### src/rtl/mul_div_pkg.sv
// -----------------------------------------------------------------------------
// mul_div_pkg
// Shared definitions for the multi-cycle multiply/divide unit:
//   - op encodings (op[1] selects divide, op[0] selects signed)
//   - FSM state encoding
//   - default operand / HI / LO width
// -----------------------------------------------------------------------------
package mul_div_pkg;

  localparam int WIDTH_DEF = 32;

  localparam logic [1:0] OP_MULTU = 2'b00;
  localparam logic [1:0] OP_MULT  = 2'b01;
  localparam logic [1:0] OP_DIVU  = 2'b10;
  localparam logic [1:0] OP_DIV   = 2'b11;

  typedef enum logic [1:0] {
    S_IDLE = 2'd0,
    S_CALC = 2'd1,
    S_FIX  = 2'd2
  } state_e;

endpackage

### src/rtl/mul_div_unit_if.sv
// -----------------------------------------------------------------------------
// mul_div_if
// Bundle between the execute-stage control/datapath and mul_div_unit.
//   start, op, a, b      : operation request (rs/rt operands, decoded op)
//   wr_hi, wr_lo, wdata  : mthi / mtlo writes
//   busy, done, hi, lo   : status and architectural HI/LO
// master = execute stage side, slave = mul_div_unit.
// -----------------------------------------------------------------------------
interface mul_div_if #(
  parameter int WIDTH = mul_div_pkg::WIDTH_DEF
) ();

  logic             start;
  logic [1:0]       op;
  logic [WIDTH-1:0] a;
  logic [WIDTH-1:0] b;
  logic             wr_hi;
  logic             wr_lo;
  logic [WIDTH-1:0] wdata;
  logic             busy;
  logic             done;
  logic [WIDTH-1:0] hi;
  logic [WIDTH-1:0] lo;

  modport master (
    output start, op, a, b, wr_hi, wr_lo, wdata,
    input  busy, done, hi, lo
  );

  modport slave (
    input  start, op, a, b, wr_hi, wr_lo, wdata,
    output busy, done, hi, lo
  );

endinterface

### src/rtl/mul_div_unit_abs_negate.sv
// -----------------------------------------------------------------------------
// abs_negate
// Conditional two's-complement negate. Used to form operand magnitudes
// (neg_i = operand sign) and to restore result signs.
//   val_i : input value
//   neg_i : 1 = output -val_i, 0 = pass through
//   val_o : result
// -----------------------------------------------------------------------------
module abs_negate #(
  parameter int W = 32
) (
  input  logic [W-1:0] val_i,
  input  logic         neg_i,
  output logic [W-1:0] val_o
);

  assign val_o = neg_i ? (~val_i + {{(W-1){1'b0}}, 1'b1}) : val_i;

endmodule

### src/rtl/mul_div_unit.sv
// -----------------------------------------------------------------------------
// mul_div_unit
// Multi-cycle multiply/divide unit owning the architectural HI/LO registers.
// Multiply is shift-add, divide is restoring; both take WIDTH CALC cycles,
// followed by one FIX cycle that commits HI/LO and pulses done.
//
// Ports:
//   clk   : system clock
//   reset : synchronous, active-high; aborts any operation, clears HI/LO
//   bus   : mul_div_if.slave (start/op/a/b, wr_hi/wr_lo/wdata,
//           busy/done/hi/lo)
//
// Build option: define MULDIV_SIGNED_EN to honour op[0] (signed MULT/DIV).
// Without it every op is unsigned and FIX is a plain commit.
// -----------------------------------------------------------------------------
module mul_div_unit
  import mul_div_pkg::*;
#(
  parameter int WIDTH = WIDTH_DEF
) (
  input  logic       clk,
  input  logic       reset,
  mul_div_if.slave   bus
);

  localparam int CNT_W = $clog2(WIDTH + 1);

  state_e               state_q, state_d;
  logic [CNT_W-1:0]     cnt_q, cnt_d;
  logic [WIDTH-1:0]     hi_q, hi_d;
  logic [WIDTH-1:0]     lo_q, lo_d;
  logic                 done_q, done_d;

  // acc holds {partial product, multiplier} for multiply and
  // {partial remainder, dividend/quotient} for divide.
  logic [2*WIDTH-1:0]   acc_q, acc_d;
  // Multiplicand (multiply) or divisor (divide) magnitude.
  logic [WIDTH-1:0]     mcd_q, mcd_d;
  logic                 is_div_q, is_div_d;
  logic                 dz_q, dz_d;
  logic [WIDTH-1:0]     araw_q, araw_d;

  logic [WIDTH-1:0]     a_mag, b_mag;
  logic [2*WIDTH-1:0]   prod_res;
  logic [WIDTH-1:0]     quo_res, rem_res;

  logic                 accept;
  assign accept = (state_q == S_IDLE) && bus.start;

`ifdef MULDIV_SIGNED_EN
  logic op_signed;
  logic negq_q;   // quotient / product sign
  logic negr_q;   // remainder sign (follows the dividend)

  assign op_signed = bus.op[0];

  abs_negate #(.W(WIDTH)) u_abs_a (
    .val_i (bus.a),
    .neg_i (op_signed & bus.a[WIDTH-1]),
    .val_o (a_mag)
  );

  abs_negate #(.W(WIDTH)) u_abs_b (
    .val_i (bus.b),
    .neg_i (op_signed & bus.b[WIDTH-1]),
    .val_o (b_mag)
  );

  abs_negate #(.W(2*WIDTH)) u_neg_prod (
    .val_i (acc_q),
    .neg_i (negq_q),
    .val_o (prod_res)
  );

  abs_negate #(.W(WIDTH)) u_neg_quo (
    .val_i (acc_q[WIDTH-1:0]),
    .neg_i (negq_q),
    .val_o (quo_res)
  );

  abs_negate #(.W(WIDTH)) u_neg_rem (
    .val_i (acc_q[2*WIDTH-1:WIDTH]),
    .neg_i (negr_q),
    .val_o (rem_res)
  );

  always_ff @(posedge clk) begin
    if (accept) begin
      negq_q <= op_signed & (bus.a[WIDTH-1] ^ bus.b[WIDTH-1]);
      negr_q <= op_signed & bus.a[WIDTH-1];
    end
  end
`else
  logic unused_op_signed;
  assign unused_op_signed = bus.op[0];

  assign a_mag    = bus.a;
  assign b_mag    = bus.b;
  assign prod_res = acc_q;
  assign quo_res  = acc_q[WIDTH-1:0];
  assign rem_res  = acc_q[2*WIDTH-1:WIDTH];
`endif

  // Shift-add step: add multiplicand to the upper half when the current
  // multiplier bit (acc[0]) is set, then shift the whole accumulator right
  // with the carry entering at the top.
  logic [WIDTH:0]       mul_sum;
  logic [2*WIDTH-1:0]   mul_next;
  assign mul_sum  = {1'b0, acc_q[2*WIDTH-1:WIDTH]}
                  + (acc_q[0] ? {1'b0, mcd_q} : {(WIDTH+1){1'b0}});
  assign mul_next = {mul_sum, acc_q[WIDTH-1:1]};

  // Restoring step: shift the next dividend bit into the remainder, try to
  // subtract the divisor; a clear borrow bit means the subtraction stands.
  logic [WIDTH:0]       div_shift, div_trial;
  logic                 div_ok;
  logic [WIDTH-1:0]     rem_new;
  logic [2*WIDTH-1:0]   div_next;
  assign div_shift = {acc_q[2*WIDTH-1:WIDTH], acc_q[WIDTH-1]};
  assign div_trial = div_shift - {1'b0, mcd_q};
  assign div_ok    = ~div_trial[WIDTH];
  assign rem_new   = div_ok ? div_trial[WIDTH-1:0] : div_shift[WIDTH-1:0];
  assign div_next  = {rem_new, acc_q[WIDTH-2:0], div_ok};

  always_comb begin
    state_d  = state_q;
    cnt_d    = cnt_q;
    hi_d     = hi_q;
    lo_d     = lo_q;
    done_d   = 1'b0;
    acc_d    = acc_q;
    mcd_d    = mcd_q;
    is_div_d = is_div_q;
    dz_d     = dz_q;
    araw_d   = araw_q;

    unique case (state_q)
      S_IDLE: begin
        if (bus.wr_hi) hi_d = bus.wdata;
        if (bus.wr_lo) lo_d = bus.wdata;
        if (bus.start) begin
          is_div_d = bus.op[1];
          dz_d     = (bus.b == '0);
          araw_d   = bus.a;
          cnt_d    = CNT_W'(WIDTH);
          if (bus.op[1]) begin
            mcd_d = b_mag;
            acc_d = {{WIDTH{1'b0}}, a_mag};
          end else begin
            mcd_d = a_mag;
            acc_d = {{WIDTH{1'b0}}, b_mag};
          end
          state_d = S_CALC;
        end
      end

      S_CALC: begin
        acc_d = is_div_q ? div_next : mul_next;
        cnt_d = cnt_q - CNT_W'(1);
        if (cnt_q == CNT_W'(1)) state_d = S_FIX;
      end

      S_FIX: begin
        if (is_div_q) begin
          if (dz_q) begin
            // Divide by zero: HI gets the raw dividend, LO all ones.
            hi_d = araw_q;
            lo_d = '1;
          end else begin
            hi_d = rem_res;
            lo_d = quo_res;
          end
        end else begin
          {hi_d, lo_d} = prod_res;
        end
        done_d  = 1'b1;
        state_d = S_IDLE;
      end

      default: state_d = S_IDLE;
    endcase
  end

  always_ff @(posedge clk) begin
    if (reset) begin
      state_q <= S_IDLE;
      cnt_q   <= '0;
      hi_q    <= '0;
      lo_q    <= '0;
      done_q  <= 1'b0;
    end else begin
      state_q <= state_d;
      cnt_q   <= cnt_d;
      hi_q    <= hi_d;
      lo_q    <= lo_d;
      done_q  <= done_d;
    end
  end

  always_ff @(posedge clk) begin
    acc_q    <= acc_d;
    mcd_q    <= mcd_d;
    is_div_q <= is_div_d;
    dz_q     <= dz_d;
    araw_q   <= araw_d;
  end

  assign bus.busy = (state_q != S_IDLE);
  assign bus.done = done_q;
  assign bus.hi   = hi_q;
  assign bus.lo   = lo_q;

endmodule

### src/flat_wrapper.sv
// flat-port wrapper written by rule: the top's interface ports become plain ports
module mul_div_unit_flat import mul_div_pkg::*;
#(
  parameter int WIDTH = WIDTH_DEF
)
  (clk, reset, bus_start, bus_op, bus_a, bus_b, bus_wr_hi, bus_wr_lo, bus_wdata, bus_busy, bus_done, bus_hi, bus_lo);
  mul_div_if #(.WIDTH(WIDTH)) bus_i ();
  input  logic clk;
  input  logic reset;
  input wire logic [$bits(bus_i.start)-1:0] bus_start;
  input wire logic [$bits(bus_i.op)-1:0] bus_op;
  input wire logic [$bits(bus_i.a)-1:0] bus_a;
  input wire logic [$bits(bus_i.b)-1:0] bus_b;
  input wire logic [$bits(bus_i.wr_hi)-1:0] bus_wr_hi;
  input wire logic [$bits(bus_i.wr_lo)-1:0] bus_wr_lo;
  input wire logic [$bits(bus_i.wdata)-1:0] bus_wdata;
  output wire logic [$bits(bus_i.busy)-1:0] bus_busy;
  output wire logic [$bits(bus_i.done)-1:0] bus_done;
  output wire logic [$bits(bus_i.hi)-1:0] bus_hi;
  output wire logic [$bits(bus_i.lo)-1:0] bus_lo;
  assign bus_i.start = bus_start;
  assign bus_i.op = bus_op;
  assign bus_i.a = bus_a;
  assign bus_i.b = bus_b;
  assign bus_i.wr_hi = bus_wr_hi;
  assign bus_i.wr_lo = bus_wr_lo;
  assign bus_i.wdata = bus_wdata;
  assign bus_busy = bus_i.busy;
  assign bus_done = bus_i.done;
  assign bus_hi = bus_i.hi;
  assign bus_lo = bus_i.lo;
  mul_div_unit #(.WIDTH(WIDTH)) u_core (.clk(clk), .reset(reset), .bus(bus_i));
endmodule
### config.mk
export PLATFORM = sky130hd
export DESIGN_NAME = mul_div_unit_flat
export DESIGN_NICKNAME = d
export VERILOG_FILES = /design/src/rtl/mul_div_pkg.sv /design/src/rtl/mul_div_unit_if.sv /design/src/rtl/mul_div_unit_abs_negate.sv /design/src/rtl/mul_div_unit.sv /design/src/flat_wrapper.sv
export SDC_FILE = /design/constraint.sdc
export NUM_CORES = 1
export LEC_CHECK = 0
export CAP_MARGIN = 20
export CORE_MARGIN = 4
export CORE_UTILIZATION = 45
export CTS_CLUSTER_DIAMETER = 40
export DETAILED_ROUTE_END_ITERATION = 7
export GPL_TIMING_DRIVEN = 0
export PLACE_DENSITY = 0.7
export SLEW_MARGIN = 0
export SYNTH_ARGS = -nofsm -noshare
export SYNTH_HDL_FRONTEND = slang
export SYNTH_SLANG_ARGS = --single-unit
### constraint.sdc
create_clock -name clk -period 3.5 [get_ports clk]
set_input_delay 0.875 -clock clk [delete_from_list [all_inputs] [get_ports clk]]
set_output_delay 0.875 -clock clk [all_outputs]
set_load 0.1 [all_outputs]
==> results.sh <==
export IMPL_status="finished with violations"
export IMPL_violations="setup timing"
export IMPL_coreArea_mm2=0.02863
export IMPL_nets=1817
export IMPL_clk_latency_ns=0.56
export IMPL_yosys_warnings=0
export IMPL_p_leak_nw=6.424
export IMPL_worstSetupPathType="register to register"
export IMPL_std_cell_rows=62
export IMPL_period_needed_ns=3.512
export IMPL_synth_ff_type="edfxtp_1"
export IMPL_pwr_share_clk_pct=31.3
export IMPL_ant_nets=0
export IMPL_power_density_mw_per_mm2=544.4
export IMPL_htreeDepth=1
export IMPL_dpl_hpwl_mm=33.93
export IMPL_vias_per_cell=6.052
export IMPL_area_growth_pct=29.13
export IMPL_drv_cap=0
export IMPL_tightest_slew_ns=1.134
export IMPL_whs_path_depth=2
export IMPL_wirelength_mm=45.65
export IMPL_critPathBufInv=5
export IMPL_io_pins=169
export IMPL_grt_usage_pct=26.79
export IMPL_cts_max_path_buffers=3
export IMPL_synth_async_reset_ratio_pct=0
export IMPL_grt_remaining_overflow=0
export IMPL_seq_area_frac_synth_pct=41.10
export IMPL_reg2reg_from="u_core.acc_q[31]"
export IMPL_cpMaxStageDelayCell="edfxtp_1"
export IMPL_hold_worst_slack_ns=0.4516
export IMPL_syn_area_mm2=0.01305
export IMPL_vdd_drop_max_uv=382.5
export IMPL_syn_instance_count=1414
export IMPL_worstHoldPathType="register to register"
export IMPL_cp_arrival_ns=3.86
export IMPL_die_area_mm2=0.03180
export IMPL_ff2ff_path_depth=15
export IMPL_cp_slowest_stage_delay_ns=0.45
export IMPL_worstPathCellList="inv_2, ha_4, fa_2, nand2b_4, a211oi_4, o211ai_1, a21oi_2, buf_4, o2111a_1, a211oi_4, buf_6, buf_12, buf_6, nand2b_4, a311oi_2"
export IMPL_fin_ws_ns=-0.01167
export IMPL_fmax_mhz=284.8
export IMPL_cts_tree="done"
export IMPL_avgSynthCellArea_um2=9.232
export IMPL_power_frac_comb_pct=35.2
export IMPL_p_int_mw=5.852
export IMPL_path_max_fanout=6
export IMPL_setup_viol=1
export IMPL_root_buffer="clkbuf_16"
export IMPL_diodes=0
export IMPL_fp_dieH_um=178.3
export IMPL_path_delay_family="compound AO/OA/AOI/OAI gates"
export IMPL_port_buffers=166
export IMPL_dr_pass1_iters=6
export IMPL_cts_sinks=203
export IMPL_hold_path_startpoint="u_core.bus.lo[1]"
export IMPL_ys_ff_latch=203
export IMPL_grt_max_degree=69
export IMPL_layout_common_cells="166 x a21oi_1, 166 x clkdlybuf4s50_1, 141 x nand2_1"
export IMPL_vias=12420
export IMPL_post_route_period_util_pct=100.3
export IMPL_grt_pass1_vias=11750
export IMPL_skew_ns=0.03051
export IMPL_cts_buffers=29
export IMPL_cp_start_kind="register"
export IMPL_finalHoldViolCount=0
export IMPL_p_switching_mw=3.323
export IMPL_drt_iter0_markers=1042
export IMPL_drive_gt1_share_pct=11.87
export IMPL_cp_data_required_time_ns=3.85
export IMPL_cts_hold_buffers_added=0
export IMPL_die_w_um=178.3
export IMPL_initial_core_util_pct=45.60
export IMPL_clkTransAtPathRegs_ns=0.06
export IMPL_hold_end="u_core.bus.lo[1]"
export IMPL_seqPwrFrac_pct=33.5
export IMPL_fin_setup_tns_ns=-0.01167
export IMPL_rsz0062_at_grt="yes"
export IMPL_grt_pass1_wl_mm=66.10
export IMPL_reg2reg_slack_ns=-0.01
export IMPL_synth_distinct_cells=67
export IMPL_wl_per_cell_um=22.25
export IMPL_p_sw_share_pct=36.22
export IMPL_crit_path_end_kind="register"
export IMPL_r2r_end="u_core.acc_q[35]"
export IMPL_slew_violations=0
export IMPL_gp_congestion=0.9586
export IMPL_antenna_found_initial=2
export IMPL_synth_fp_nets=1585
export IMPL_max_slew_margin_pct=24.43
export IMPL_drc=0
export IMPL_synth_edf_count=130
-- worst max path at each step --
stage / depth (start not counted) / startpoint / slack, ns / endpoint
2_1_floorplan: 13 / u_core.acc_q[31] / 0.19 / u_core.acc_q[50]
3_3_place_gp: 13 / u_core.acc_q[31] / -1.13 / u_core.acc_q[50]
3_5_place_dp: 13 / u_core.acc_q[31] / -1.16 / u_core.acc_q[50]
4_1_cts: 14 / u_core.acc_q[31] / -0.01 / u_core.acc_q[34]
5_1_grt: 12 / u_core.acc_q[0] / -0.09 / u_core.acc_q[58]
6_report: 15 / u_core.acc_q[31] / -0.01 / u_core.acc_q[35]
-- routing by layer --
layer | track usage (%) | routed length, um | vias up
met5 | 0 | 27 | -
met4 | 7.419 | 1484 | 4
met3 | 3.921 | 3634 | 106
met2 | 44.78 | 21420 | 606
met1 | 36.38 | 19090 | 5992
li1 | - | - | 5710
-- timing repair --
action | in CTS | in global routing
endpoints found under the setup margin | 33 | 33
cloned | 0 | 3
resized for setup | 40 | 52
buffers inserted | 20 | 13
pin swaps | 17 | 25
-- Yosys cell counts, drive strengths merged (9+ instances only) --
master | number | area share (%)
inv | 50 | 1.4
a211oi | 49 | 3.0
o221ai | 35 | 2.3
nor4 | 9 | 0.43
nor2 | 121 | 3.5
a311oi | 34 | 2.3
nand2b | 15 | 0.72
and2 | 38 | 1.8
xor2 | 18 | 1.2
ha | 66 | 6.3
edfxtp | 130 | 30
a21oi | 174 | 6.7
clkbuf | 71 | 2.0
nor3 | 15 | 0.58
nand2 | 146 | 4.2
buf | 14 | 0.73
a21o | 32 | 1.8
mux2 | 40 | 3.5
o21a | 10 | 0.58
xnor2 | 34 | 2.3
o21ai | 46 | 1.8
dfxtp | 73 | 11
nor2b | 44 | 2.1
mux2i | 49 | 3.8
nand3 | 12 | 0.46
-- registers in the layout, summed over array words and instances (netlist names) --
register         count
u_core.bus.done      1
u_core.is_div_q      1
u_core.acc_q        64
u_core.dz_q          1
u_core.cnt_q         6
u_core.bus.hi       32
u_core.mcd_q        32
u_core.bus.lo       32
u_core.state_q       2
u_core.araw_q       32
-- stage by stage --
| stage | cells | setup WS (ns) | power, mW | utilization [%] | cell area [um2] |
|---|---|---|---|---|---|
| 5_1_grt | 2052 | -0.09493 | 9.528 | 58.89 | 16860 |
| 4_1_cts | 2036 | -0.01258 | 8.934 | 57.62 | 16490 |
| 6_report | 2052 | -0.01167 | 9.176 | 58.89 | 16860 |
| 2_1_floorplan | 1414 | 0.1917 | 5.057 | - | 13050 |
| 3_5_place_dp | 1964 | -1.157 | 5.914 | 53.10 | 15200 |
| 3_3_place_gp | 1964 | -1.128 | 5.879 | 53.09 | 15200 |
-- power by group through the flow --
stage | sequential [mW] | clock, mW | combinational [mW]
global placement | 3.13 | 0 | 2.75
finish | 3.07 | 2.87 | 3.23
floorplan | 3.36 | 0 | 1.70
global route | 3.09 | 2.99 | 3.46
detailed placement | 3.12 | 0 | 2.79
CTS | 3.07 | 2.87 | 2.99
-- cell families (layout without fill, tap and decap cells) --
kind of cell	Yosys count	count (layout)	share of synthesized area, %
simple gates	430	430	15.34
fa+ha+maj	68	68	6.633
flops	203	203	41.10
compound gates	436	436	21.97
mux	89	89	7.237
xor+xnor	52	52	3.489
buf+inv	136	390	4.237
-- layout make-up --
cell class	instances	area (um2)
Multi-Input combinational cell	1075	7450
Timing Repair Buffer	202	2024
Sequential cell	203	5365
Inverter	51	196.4
Clock buffer	38	843.3
Tap cell	384	480.5
Buffer	84	381.6
Clock inverter	15	115.1
Fill cell	2459	11770
-- tightest hold or removal path: stages, from the launching register on --
cell and delay, ns:
dfxtp_1 0.31, nand2_1 0.05, a21oi_1 0.05
No activity file was read; power rests on OpenSTA's default activity.
